**config.mk**
```make
export PLATFORM = sky130hd
export DESIGN_NAME = ifetch_sequencer
export DESIGN_NICKNAME = d
export VERILOG_FILES = /design/src/rtl/ifetch_sequencer.sv
export SDC_FILE = /design/constraint.sdc
export NUM_CORES = 1
export LEC_CHECK = 0
export CORE_MARGIN = 8
export CORE_UTILIZATION = 41
export CTS_CLUSTER_SIZE = 12
export DETAILED_ROUTE_END_ITERATION = 10
export PLACE_DENSITY_LB_ADDON = 0.3
export SLEW_MARGIN = 20
export SYNTH_ARGS = -nofsm -noshare
export SYNTH_HDL_FRONTEND = slang
export SYNTH_SLANG_ARGS = --single-unit
```
**constraint.sdc**
```tcl
create_clock -name clk -period 6.2 [get_ports clk]
set_input_delay 1.55 -clock clk [delete_from_list [all_inputs] [get_ports clk]]
set_output_delay 1.55 -clock clk [all_outputs]
set_load 0.02 [all_outputs]
```
**src/rtl/ifetch_sequencer.sv**
```systemverilog
// ifetch_sequencer
// Fetches halfwords from instruction memory into a small prefetch queue,
// decodes instruction length from the head halfword and presents complete
// 16/32/48-bit instructions to decode over a valid/ready handshake.
// Branch redirects flush the queue and restart fetch at the new PC.
//
// Ports
//   clk, rst_n                     clock, async active-low reset
//   mem_req/mem_addr/mem_gnt       halfword read request (one outstanding)
//   mem_rvalid/mem_rdata           read response
//   redirect_i/redirect_pc_i       flush and restart fetch at new PC
//   inst_valid_o/inst_ready_i      instruction handshake to decode
//   inst_o/inst_len_o/inst_pc_o    instruction, length in halfwords, PC
//
// Fetch FSM
//   state   | meaning
//   ST_REQ  | request a halfword when the queue has room, wait for grant
//   ST_WAIT | one request outstanding, wait for its response
module ifetch_sequencer #(
  parameter int          DEPTH    = 8,
  parameter logic [24:0] RESET_PC = 25'd0
) (
  input  logic        clk,
  input  logic        rst_n,
  output logic        mem_req,
  output logic [24:0] mem_addr,
  input  logic        mem_gnt,
  input  logic        mem_rvalid,
  input  logic [15:0] mem_rdata,
  input  logic        redirect_i,
  input  logic [24:0] redirect_pc_i,
  output logic        inst_valid_o,
  input  logic        inst_ready_i,
  output logic [47:0] inst_o,
  output logic [1:0]  inst_len_o,
  output logic [24:0] inst_pc_o
);

  localparam int PW = $clog2(DEPTH);
  localparam int CW = PW + 1;

  typedef enum logic {ST_REQ = 1'b0, ST_WAIT = 1'b1} state_t;

  state_t        r_state;
  logic          r_mem_req;
  logic [24:0]   r_fetch_pc;
  logic          r_drop;
  logic [15:0]   r_q [DEPTH];
  logic [PW-1:0] r_rd_ptr;
  logic [PW-1:0] r_wr_ptr;
  logic [CW-1:0] r_count;
  logic [24:0]   r_issue_pc;
  logic          r_inst_valid;
  logic [47:0]   r_inst;
  logic [1:0]    r_inst_len;
  logic [24:0]   r_inst_pc;

  logic [15:0]   w_h0, w_h1, w_h2;
  logic [1:0]    w_len;
  logic [47:0]   w_inst;
  logic          w_issue;
  logic          w_push;
  logic          w_grant;
  logic          w_outstanding;
  logic [CW-1:0] w_pop_n;
  logic [CW-1:0] w_count_nxt;
  logic          w_space;

  assign w_h0 = r_q[r_rd_ptr];
  assign w_h1 = r_q[r_rd_ptr + PW'(1)];
  assign w_h2 = r_q[r_rd_ptr + PW'(2)];

  always_comb begin
    w_len = 2'd2;
    if (w_h0[10:9] != 2'b11)
      w_len = 2'd1;
    else if (w_h0[15:5] == 11'b00000_110001)
      w_len = 2'd3;
  end

  always_comb begin
    w_inst = {32'd0, w_h0};
    case (w_len)
      2'd2:    w_inst = {16'd0, w_h1, w_h0};
      2'd3:    w_inst = {w_h2, w_h1, w_h0};
      default: w_inst = {32'd0, w_h0};
    endcase
  end

  // A redirect suppresses issue, push and grant bookkeeping for this edge.
  assign w_issue = !redirect_i && (r_count >= CW'(w_len)) &&
                   (!r_inst_valid || inst_ready_i);
  assign w_push  = (r_state == ST_WAIT) && mem_rvalid && !r_drop && !redirect_i;
  assign w_grant = (r_state == ST_REQ) && r_mem_req && mem_gnt;
  // A response arriving in the redirect cycle closes the outstanding request.
  assign w_outstanding = ((r_state == ST_WAIT) && !mem_rvalid) || w_grant;

  assign w_pop_n     = w_issue ? CW'(w_len) : '0;
  assign w_count_nxt = r_count + CW'(w_push) - w_pop_n;
  // Only evaluated with nothing outstanding, so occupancy alone bounds it.
  assign w_space     = w_count_nxt < CW'(DEPTH);

  always_ff @(posedge clk or negedge rst_n) begin
    if (!rst_n) begin
      r_state      <= ST_REQ;
      r_mem_req    <= 1'b0;
      r_fetch_pc   <= RESET_PC;
      r_drop       <= 1'b0;
      r_rd_ptr     <= '0;
      r_wr_ptr     <= '0;
      r_count      <= '0;
      r_issue_pc   <= RESET_PC;
      r_inst_valid <= 1'b0;
      r_inst       <= '0;
      r_inst_len   <= '0;
      r_inst_pc    <= RESET_PC;
    end else if (redirect_i) begin
      r_fetch_pc   <= redirect_pc_i;
      r_issue_pc   <= redirect_pc_i;
      r_inst_valid <= 1'b0;
      r_rd_ptr     <= r_wr_ptr;
      r_count      <= '0;
      if (w_outstanding) begin
        r_state   <= ST_WAIT;
        r_drop    <= 1'b1;
        r_mem_req <= 1'b0;
      end else begin
        r_state   <= ST_REQ;
        r_drop    <= 1'b0;
        r_mem_req <= 1'b1;
      end
    end else begin
      case (r_state)
        ST_REQ: begin
          if (w_grant) begin
            r_state    <= ST_WAIT;
            r_mem_req  <= 1'b0;
            r_fetch_pc <= r_fetch_pc + 25'd1;
          end else begin
            r_mem_req <= w_space;
          end
        end
        ST_WAIT: begin
          if (mem_rvalid) begin
            r_state   <= ST_REQ;
            r_drop    <= 1'b0;
            r_mem_req <= w_space;
          end else begin
            r_mem_req <= 1'b0;
          end
        end
        default: begin
          r_state   <= ST_REQ;
          r_mem_req <= 1'b0;
        end
      endcase

      if (w_push)
        r_wr_ptr <= r_wr_ptr + PW'(1);

      if (w_issue) begin
        r_rd_ptr     <= r_rd_ptr + PW'(w_len);
        r_inst       <= w_inst;
        r_inst_len   <= w_len;
        r_inst_pc    <= r_issue_pc;
        r_inst_valid <= 1'b1;
        r_issue_pc   <= r_issue_pc + 25'(w_len);
      end else if (inst_ready_i) begin
        r_inst_valid <= 1'b0;
      end

      r_count <= w_count_nxt;
    end
  end

  // Queue storage carries no reset; occupancy tracking makes stale data unreachable.
  always_ff @(posedge clk) begin
    if (w_push)
      r_q[r_wr_ptr] <= mem_rdata;
  end

  assign mem_req      = r_mem_req;
  assign mem_addr     = r_fetch_pc;
  assign inst_valid_o = r_inst_valid;
  assign inst_o       = r_inst;
  assign inst_len_o   = r_inst_len;
  assign inst_pc_o    = r_inst_pc;

endmodule

```
==> results of run 1 <==
## critical path: cells and delay by family (launching register included)
family | cells | cell delay (ns)
fa+ha+maj | 3 | 0.65
xor+xnor | 1 | 0.08
flops | 1 | 0.34
compound gates | 5 | 1.16
mux | 1 | 0.56
buf+inv | 4 | 1.07
simple gates | 6 | 0.92
## state kept, by name (all words and copies together) (netlist names)
register / cells
inst_len_o: 2
r_issue_pc: 25
inst_pc_o: 25
r_rd_ptr: 3
r_state: 1
r_count: 4
r_drop: 1
inst_o: 48
mem_addr: 25
r_q: 128
mem_req: 1
r_wr_ptr: 3
inst_valid_o: 1
## final timing paths
kind                                 to  slack (ns)  cells past startpoint         from
setup / recovery                mem_req        1.28                     20  r_rd_ptr[1]
hold / removal               inst_o[25]        0.47                      2   inst_o[25]
setup reg to reg                mem_req        1.28                     20  r_rd_ptr[1]
hold reg to reg              inst_o[25]        0.47                      2   inst_o[25]
max in group asynchronous   r_rd_ptr[0]        3.83                      2        rst_n
min in group asynchronous  mem_addr[17]        1.10                      1        rst_n
## placed cells by master (no fill, tap or decap), types with 6 or more instances in the layout
cell type        count
mux2i_1             42
nor2_1              26
o31ai_2             12
mux2_2              30
clkdlybuf4s50_1    147
edfxtp_1           128
nand3_1             15
a31oi_1              7
dfrtp_1            137
mux4_1               7
ha_1                14
nor3_1              10
or3_1                6
nor4_1               6
clkinv_1             6
inv_1               15
clkbuf_16           29
mux4_4               6
clkbuf_1            10
nand2_1            162
and4_1               8
a21oi_1             22
xnor2_1             22
xor2_1              17
mux4_2              70
o21ai_0             23
buf_4               27
and3_1              16
o31ai_1             24
nand4_1             21
## routing by layer
layer	GRT usage, %	wire (um)
met1	23.11	14790
met2	29.32	16280
met3	3.851	2055
met4	3.930	556
met5	0	27
## report_power, final
group / switching [mW] / internal [mW] / leakage (nW)
clock network: 0.692 / 0.930 / 0.435
registers: 0.273 / 2.14 / 2.86
logic: 1.60 / 1.40 / 2.73
## layout make-up
cell class | instances | area, um^2
tap | 402 | 503.0
timing repair buffer | 175 | 1685
inverter | 17 | 63.81
sequential | 267 | 7327
clock inverter | 13 | 101.3
fill | 2738 | 15630
multi-input combinational | 613 | 5459
clock buffer | 41 | 790.8
## cells by family after synthesis
family / after synthesis / synth area share [%]
xor+xnor: 40 / 2.668
fa+ha+maj: 18 / 1.886
compound gates: 103 / 5.459
buf+inv: 80 / 3.125
simple gates: 297 / 10.79
mux: 155 / 20.32
flops: 267 / 55.75
==> flow_summary_export.csv, run 1 <==
group,metric,value,unit
floorplanning,die_w,195.0,um
global_route,antenna_found_initial,2,
setup_path,cp-end-kind,"register",
cts,cts_root_buf,"clkbuf_16",
final_layout,syn_to_final_growth,21.30,%
yosys,syn_nets,1025,
cts,hold_buffers,0,
yosys,yosysTopAreaCellShare,29.27,%
floorplanning,die_h,195.0,um
timing,relSlewSlack,28.71,%
cts,clk_pin_slew_worst_paths,0.06,ns
routing,ant_nets,0,
timing,holdWs,0.4742,ns
floorplanning,initial_utilization,41.62,%
placed_design,numPortBuffers,148,
setup_path,cp.required,6.63,ns
timing,drv_slew,0,
timing,fin_ws,1.283,ns
run_status,outcome,"complete, no violations",
yosys,synthCells,960,
final_layout,final_area,15930,um^2
cts,cts_max_level,1,
routing,num_vias,8591,
final_layout,utilization,50.48,%
setup_path,crit_arrival,5.34,ns
floorplanning,core.rowCount,65,
routing,wl_per_cell,22.06,um
placed_design,dp_cells,1474,
yosys,synth.distinct_cells,53,
placed_design,dp_hpwl,23250,um
yosys,ys_async_sr_fraction,52.06,%
yosys,avgSynthCellArea,13.68,um^2
placed_design,post-place-ws,1.279,ns
cts,worstSkewPairLatency,0.56,ns
timing,setup_tns,0,ns
routing,vias_per_cell,5.622,
routing,finalWirelength,33710,um
yosys,synth_edf_count,128,
global_route,grt_pass1_vias,8913,
setup_path,cp_common_cell,"ha_1",
placed_design,placed_cell_area,15030,um^2
yosys,synth-seq-area-share,55.75,%
pwr,p_leak,6.026,nW
final_layout,final_cells,1528,
routing,drt_iter0_markers,658,
timing,max_freq,203.4,MHz
final_layout,final_layout_size_suffix_gt1_share,17.67,%
setup_path,worstPathCellList,"buf_4, clkinv_1, mux2_2, nor4_4, nand2_4, o21ai_0, ha_1, nor2b_1, o21ai_0, buf_4, nand3_4, o31ai_2, ha_1, inv_1, ha_1, a21o_1, a21oi_1, xnor2_1, nor2_1, nor2_1",
cts,cts_setup_buffers,0,
timing,setup_viol,0,
routing,route.detailed.drc,0,
run,max_cap_violations,0,
pwr,power_density,441.6,nW/um^2
yosys,synth.most_common_cell,"nand2_1",
timing,finClkSkew,0.01719,ns
yosys,synth_top_cell_by_area,"edfxtp_1",
setup_path,max_stage_delay,0.60,ns
setup_path,cpMaxStageDelayCell,"clkinv_1",
yosys,synthTopCellsByArea,"edfxtp_1, dfrtp_1, mux4_2",
cts,cts.repair.resized,0,
global_route,gr-total-overflow,0,
timing,final_min_period_over_clock_period,79.31,%
floorplanning,die_area,38010,um^2
setup_path,startpoint_type,"register",
cts,clock_path_buffers,3,
pwr,ir_worst_vdd,0.0002443,V
routing,first_pass_iters,5,
cts,cts_tree,"yes",
yosys,yosysWarnings,0,
global_route,track_usage,17.52,%
yosys,ys.flop_type,"dfrtp_1",
timing,final_hold_viol_count,0,
final_layout,antenna_cells,0,
min_path,hold_class,"reg -> reg",
timing,finalCriticalPeriod,4.917,ns
timing,worst_pin_slew,1.069,ns
setup_path,crit_fanout,19,
floorplanning,ios,149,
final_layout,nets,1168,
yosys,syn_area,13130,um^2
cts,cts_buffers,29,
pwr,finalPower,7.035,mW
global_route,grt_pass1_wl,53320,um
cts,cts.sinks,267,
timing,rsz0062_at_grt,"false",
global_route,grt_max_degree,101,
yosys,yosys_register_bits,267,
yosys,yosys-top-cells-count,"nand2_1, dfrtp_1, edfxtp_1",
setup_path,criticalPathCategory,"reg -> reg",
floorplanning,coreArea,31560,um^2
placed_design,gp_congestion,0.8324,
No activity file was read; power rests on OpenSTA's default activity.
==> run 2: changes to the inputs <==
==> constraint.sdc (replaced) <==
create_clock -name clk -period 4.4 [get_ports clk]
set_input_delay 1.1 -clock clk [delete_from_list [all_inputs] [get_ports clk]]
set_output_delay 1.1 -clock clk [all_outputs]
set_load 0.02 [all_outputs]
==> flow_summary_export.csv, run 2 (synthesis gave the netlist of run 1 again) <==
group,metric,value,unit
pwr,power_density,633.4,nW/um^2
global_route,antenna_found_initial,1,
setup_path,critPathCapture,"mem_req",
final_layout,nets,1182,
timing,rsz0062_at_grt,"false",
cts,worstSkewPairLatency,0.55,ns
floorplanning,die_area,38010,um^2
final_layout,register_area,7327,um^2
floorplanning,initial_utilization,41.62,%
cts,hold_buffers,0,
cts,cts_setup_buffers,0,
global_route,track_usage,17.54,%
placed_design,gp_congestion,0.8072,
global_route,grt_pass1_vias,8922,
final_layout,syn_to_final_growth,23.36,%
setup_path,crit_arrival,4.55,ns
timing,max_freq,241.8,MHz
routing,wl_per_cell,21.84,um
cts,cts_max_level,1,
placed_design,placed_cell_area,15210,um^2
setup_path,reg2reg_to,"mem_req",
setup_path,startpoint_type,"register",
timing,final_min_period_over_clock_period,93.99,%
timing,worst_pin_slew,0.9634,ns
cts,clk_pin_slew_worst_paths,0.06,ns
pwr,ir_worst_vdd,0.0003234,V
timing,fin_ws,0.2645,ns
pwr,p_leak,6.154,nW
final_layout,num-fill-cells,2667,
run,max_cap_violations,0,
routing,drt_iter0_markers,693,
setup_path,worstPathCellList,"buf_12, mux4_1, mux2_2, nor4_4, nand2_4, o21ai_2, ha_1, nor2b_2, o21a_1, nor3_4, nand2_1, o31ai_2, ha_1, inv_1, ha_1, a21o_1, a21oi_1, xnor2_1, nor2_1, nor2_1",
run_status,outcome,"complete, no violations",
routing,first_pass_iters,5,
setup_path,crit_fanout,20,
floorplanning,coreArea,31560,um^2
timing,drv_slew,0,
floorplanning,ios,149,
setup_path,cp.required,4.81,ns
cts,cts_root_buf,"clkbuf_16",
final_layout,antenna_cells,0,
final_layout,largest_reg_flops,128,
final_layout,layout_commonest_cell,"nand2_1",
setup_path,cp-end-kind,"register",
cts,cts_buffers,29,
routing,num_vias,8716,
final_layout,final_cell_mix,"nand2_1, clkdlybuf4s50_1, dfrtp_1",
min_path,hold_class,"reg -> reg",
final_layout,regMostFlops,"r_q",
setup_path,r2r_cells,20,
global_route,grt_max_degree,76,
routing,ant_nets,0,
cts,cts_tree,"yes",
global_route,grt_pass1_wl,53190,um
setup_path,cp_num_buf_inv,2,
routing,finalWirelength,33670,um
final_layout,final_layout_size_suffix_gt1_share,19.30,%
placed_design,dp_hpwl,23450,um
timing,finalCriticalPeriod,4.135,ns
final_layout,final_area,16200,um^2
setup_path,cp-startpoint,"r_rd_ptr[0]",
setup_path,path_delay_family,"multiplexers",
global_route,gr-total-overflow,0,
setup_path,max_stage_delay,0.56,ns
floorplanning,core.rowCount,65,
timing,setup_viol,0,
timing,finClkSkew,0.02542,ns
timing,setup_tns,0,ns
setup_path,rrSetupSlack,0.26,ns
routing,vias_per_cell,5.652,
setup_path,criticalPathCategory,"reg -> reg",
routing,route.detailed.drc,0,
setup_path,cpMaxStageDelayCell,"mux4_1",
setup_path,reg2reg_from,"r_rd_ptr[0]",
timing,final_hold_viol_count,0,
cts,cts.sinks,267,
placed_design,numPortBuffers,148,
cts,clock_path_buffers,3,
setup_path,cp.depth,20,
setup_path,cp_common_cell,"ha_1",
placed_design,post-place-ws,0.003188,ns
floorplanning,die_w,195.0,um
timing,relSlewSlack,35.67,%
final_layout,multi_input_area,5478,um^2
floorplanning,die_h,195.0,um
## run 2: cell types whose count changed in the layout (fill, tap and decap cells not counted), sizes merged
cell    change
buf        +14
bufinv      +2
clkbuf      +4
clkinv      -6
## run 2: worst min path at each step
stage | cells after the start | end | slack [ns] | startpoint
global route | 2 | inst_o[24] | 0.50 | inst_o[24]
detailed placement | 2 | inst_o[24] | 0.47 | inst_o[24]
global placement | 2 | inst_o[19] | 0.46 | inst_o[19]
floorplan | 2 | inst_pc_o[16] | 0.46 | r_issue_pc[16]
CTS | 2 | inst_o[16] | 0.48 | inst_o[16]
finish | 2 | inst_o[24] | 0.47 | inst_o[24]
## run 2: layout make-up
cell class	instances	area share, %
Clock buffer	45	5.290
Clock inverter	9	0.7414
Inverter	17	0.4171
Multi-Input combinational cell	613	33.81
Sequential cell	267	45.23
Tap cell	402	3.105
Timing Repair Buffer	189	11.41
## run 2: per-stage QoR
stage | instances | utilization (%) | power, mW | hold WS [ns]
after global routing | 1542 | 51.34 | 10.87 | 0.5017
after detailed placement | 1488 | 48.19 | 7.866 | 0.4671
after global placement | 1488 | 48.19 | 7.802 | 0.4622
final | 1542 | 51.34 | 10.26 | 0.4750
after CTS | 1542 | 51.28 | 10.35 | 0.4785
after floorplan | 960 | - | 6.342 | 0.4621
## run 2: worst min-delay path: cells and delay by family (launching register included)
kind | cells | cell delay, ns
AND/OR/NAND/NOR | 1 | 0.05
AO/OA/AOI/OAI | 1 | 0.05
flip-flops | 1 | 0.34
## run 2: repair_timing
action                                  in CTS  in global routing
cloned                                       0                  0
pin swaps                                    0                  0
endpoints found under the setup margin       1                  4
gates resized for setup                      1                  5
## run 2: report_power, final
part	total, mW	leakage [nW]	internal, mW	switching (mW)
Sequential	3.33	2.86	3.01	0.323
Combinational	4.46	2.81	2.10	2.37
Clock	2.46	0.477	1.51	0.956
## run 2: metal layers
layer	wire length (um)	part of all wire, %	track usage, %	up-vias
met5	13	0.039	0	-
met4	521	1.5	3.650	2
met3	2081	6.2	3.525	43
met2	16150	48	28.71	278
met1	14900	44	24.01	4458
li1	-	-	-	3935
==> run 3: changes to the inputs <==
--- a/config.mk
+++ b/config.mk
@@ -7,7 +7,7 @@
 export LEC_CHECK = 0
 export CORE_MARGIN = 8
 export CORE_UTILIZATION = 41
-export CTS_CLUSTER_SIZE = 12
+export CTS_CLUSTER_SIZE = 20
 export DETAILED_ROUTE_END_ITERATION = 10
 export PLACE_DENSITY_LB_ADDON = 0.3
 export SLEW_MARGIN = 20
==> constraint.sdc (replaced) <==
create_clock -name clk -period 4.4 [get_ports clk]
set_input_delay 0.88 -clock clk [delete_from_list [all_inputs] [get_ports clk]]
set_output_delay 0.88 -clock clk [all_outputs]
set_load 0.02 [all_outputs]
==> flow_summary_export.csv, run 3 (synthesis gave the netlist of run 1 again) <==
group,metric,value,unit
cts,cts_buffers,29,
timing,rsz0062_at_grt,"false",
final_layout,syn_to_final_growth,23.44,%
cts,clk_pin_slew_worst_paths,0.06,ns
timing,relSlewSlack,34.66,%
pwr,seqPwrFrac,32.5,%
timing,finalCriticalPeriod,4.126,ns
routing,ant_nets,0,
cts,clock_path_buffers,3,
floorplanning,coreArea,31560,um^2
final_layout,nets,1180,
cts,cts_tree,"yes",
setup_path,criticalPathCategory,"reg -> reg",
placed_design,numPortBuffers,148,
pwr,p_switching,3.677,mW
global_route,grt_max_degree,101,
pwr,switching_share,35.88,%
routing,finalWirelength,33800,um
timing,holdWs,0.4457,ns
routing,num_vias,8746,
final_layout,regMostFlops,"r_q",
pwr,p_int,6.570,mW
floorplanning,core.rowCount,65,
global_route,gr-total-overflow,0,
timing,final_min_period_over_clock_period,93.77,%
final_layout,layout_commonest_cell,"nand2_1",
timing,worst_pin_slew,0.9801,ns
global_route,track_usage,17.46,%
final_layout,num-fill-cells,2681,
cts,worstSkewPairLatency,0.55,ns
cts,cts.repair.resized,0,
setup_path,cp.required,4.82,ns
cts,cts.sinks,267,
setup_path,cp-end-kind,"register",
final_layout,final_cell_mix,"nand2_1, clkdlybuf4s50_1, dfrtp_1",
run_status,outcome,"complete, no violations",
floorplanning,initial_utilization,41.62,%
placed_design,post-place-ws,0.07656,ns
final_layout,multi_input_area,5472,um^2
pwr,ir_worst_vdd,0.0003391,V
routing,wl_per_cell,21.95,um
floorplanning,die_w,195.0,um
floorplanning,die_area,38010,um^2
pwr,power_density,632.1,nW/um^2
timing,finClkSkew,0.009604,ns
timing,final_hold_viol_count,0,
final_layout,register_area,7327,um^2
final_layout,final_layout_size_suffix_gt1_share,19.60,%
placed_design,gp_congestion,0.8223,
final_layout,antenna_cells,0,
pwr,power_frac_clock,24.2,%
global_route,grt_pass1_vias,8970,
cts,cts_root_buf,"clkbuf_16",
run,max_cap_violations,0,
pwr,pwr-share-comb,43.4,%
cts,cts_max_level,1,
setup_path,startpoint_type,"register",
min_path,hold_class,"in -> async",
global_route,antenna_found_initial,2,
floorplanning,die_h,195.0,um
setup_path,crit_arrival,4.55,ns
placed_design,placed_cell_area,15200,um^2
setup_path,crit_fanout,24,
final_layout,largest_reg_flops,128,
timing,fin_ws,0.2742,ns
timing,drv_slew,0,
pwr,p_leak,6.148,nW
timing,max_freq,242.4,MHz
routing,first_pass_iters,5,
routing,route.detailed.drc,0,
timing,setup_viol,0,
cts,cts_setup_buffers,0,
final_layout,utilization,51.37,%
floorplanning,ios,149,
timing,setup_tns,0,ns
placed_design,dp_hpwl,23520,um
final_layout,final_area,16210,um^2
routing,vias_per_cell,5.679,
cts,hold_buffers,0,
global_route,grt_pass1_wl,52860,um
routing,drt_iter0_markers,712,
run 3: cell count changes in the layout (fill, tap and decap cells not counted), moves of 2 or more:
cell / previous run / this run
inv_6: 1 / 3
buf_4: 35 / 32
clkinvlp_4: 1 / 4
clkinv_1: 3 / 1
clkbuf_1: 10 / 5
clkinv_4: 0 / 2
run 3: final timing paths:
kind                                endpoint  slack [ns]         from  depth (start not counted)
max in group asynchronous        r_rd_ptr[0]        3.16        rst_n                          1
min in group clk                   inst_o[6]        0.47    inst_o[6]                          2
worst min-delay path            mem_addr[20]        0.45        rst_n                          1
worst max register to register       mem_req        0.27  r_rd_ptr[0]                         19
worst max-delay path                 mem_req        0.27  r_rd_ptr[0]                         19
worst min register to register     inst_o[6]        0.47    inst_o[6]                          2
run 3: final cells by class:
cell class                 instances  area share [%]
sequential                       267           45.20
clock inverter                    13          0.8876
timing repair buffer             187           11.41
multi-input combinational        613           33.75
tap                              402           3.103
clock buffer                      41           5.256
inverter                          17          0.3936
run 3: critical path, stage by stage (launching register included):
cell and delay, ns:
dfrtp_4 0.42, buf_12 0.20, mux4_2 0.54, mux2_2 0.32, nor4_4 0.31, nand2_4 0.09
o21ai_2 0.14, ha_1 0.14, nor2b_1 0.05, o21ai_1 0.27, nand3_4 0.13, o31ai_2 0.28
ha_1 0.18, inv_1 0.06, ha_1 0.27, a21o_1 0.15, a21oi_1 0.17, xnor2_1 0.08
nor2_1 0.12, nor2_1 0.06
run 3: metrics by stage:
| stage | power, mW | std cells |
|---|---|---|
| 5_1_grt | 10.86 | 1540 |
| 3_3_place_gp | 7.797 | 1486 |
| 3_5_place_dp | 7.860 | 1486 |
| 2_1_floorplan | 6.342 | 960 |
| 6_report | 10.25 | 1540 |
| 4_1_cts | 10.38 | 1540 |
run 3: per-layer routing:
| layer | track usage, % | vias to the layer above | share of wire [%] |
|---|---|---|---|
| li1 | - | 3937 | - |
| met4 | 4.267 | 4 | 2.2 |
| met3 | 3.972 | 57 | 6.9 |
| met5 | 0 | - | 0.068 |
| met2 | 28.95 | 303 | 48 |
| met1 | 23.04 | 4445 | 43 |
run 3: power by group through the flow:
stage	Sequential (mW)	Clock, mW	Combinational [mW]
6_report	3.33	2.48	4.44
5_1_grt	3.37	2.64	4.85
4_1_cts	3.33	2.55	4.51
3_5_place_dp	3.37	0	4.49
3_3_place_gp	3.37	0	4.43
2_1_floorplan	3.59	0	2.75
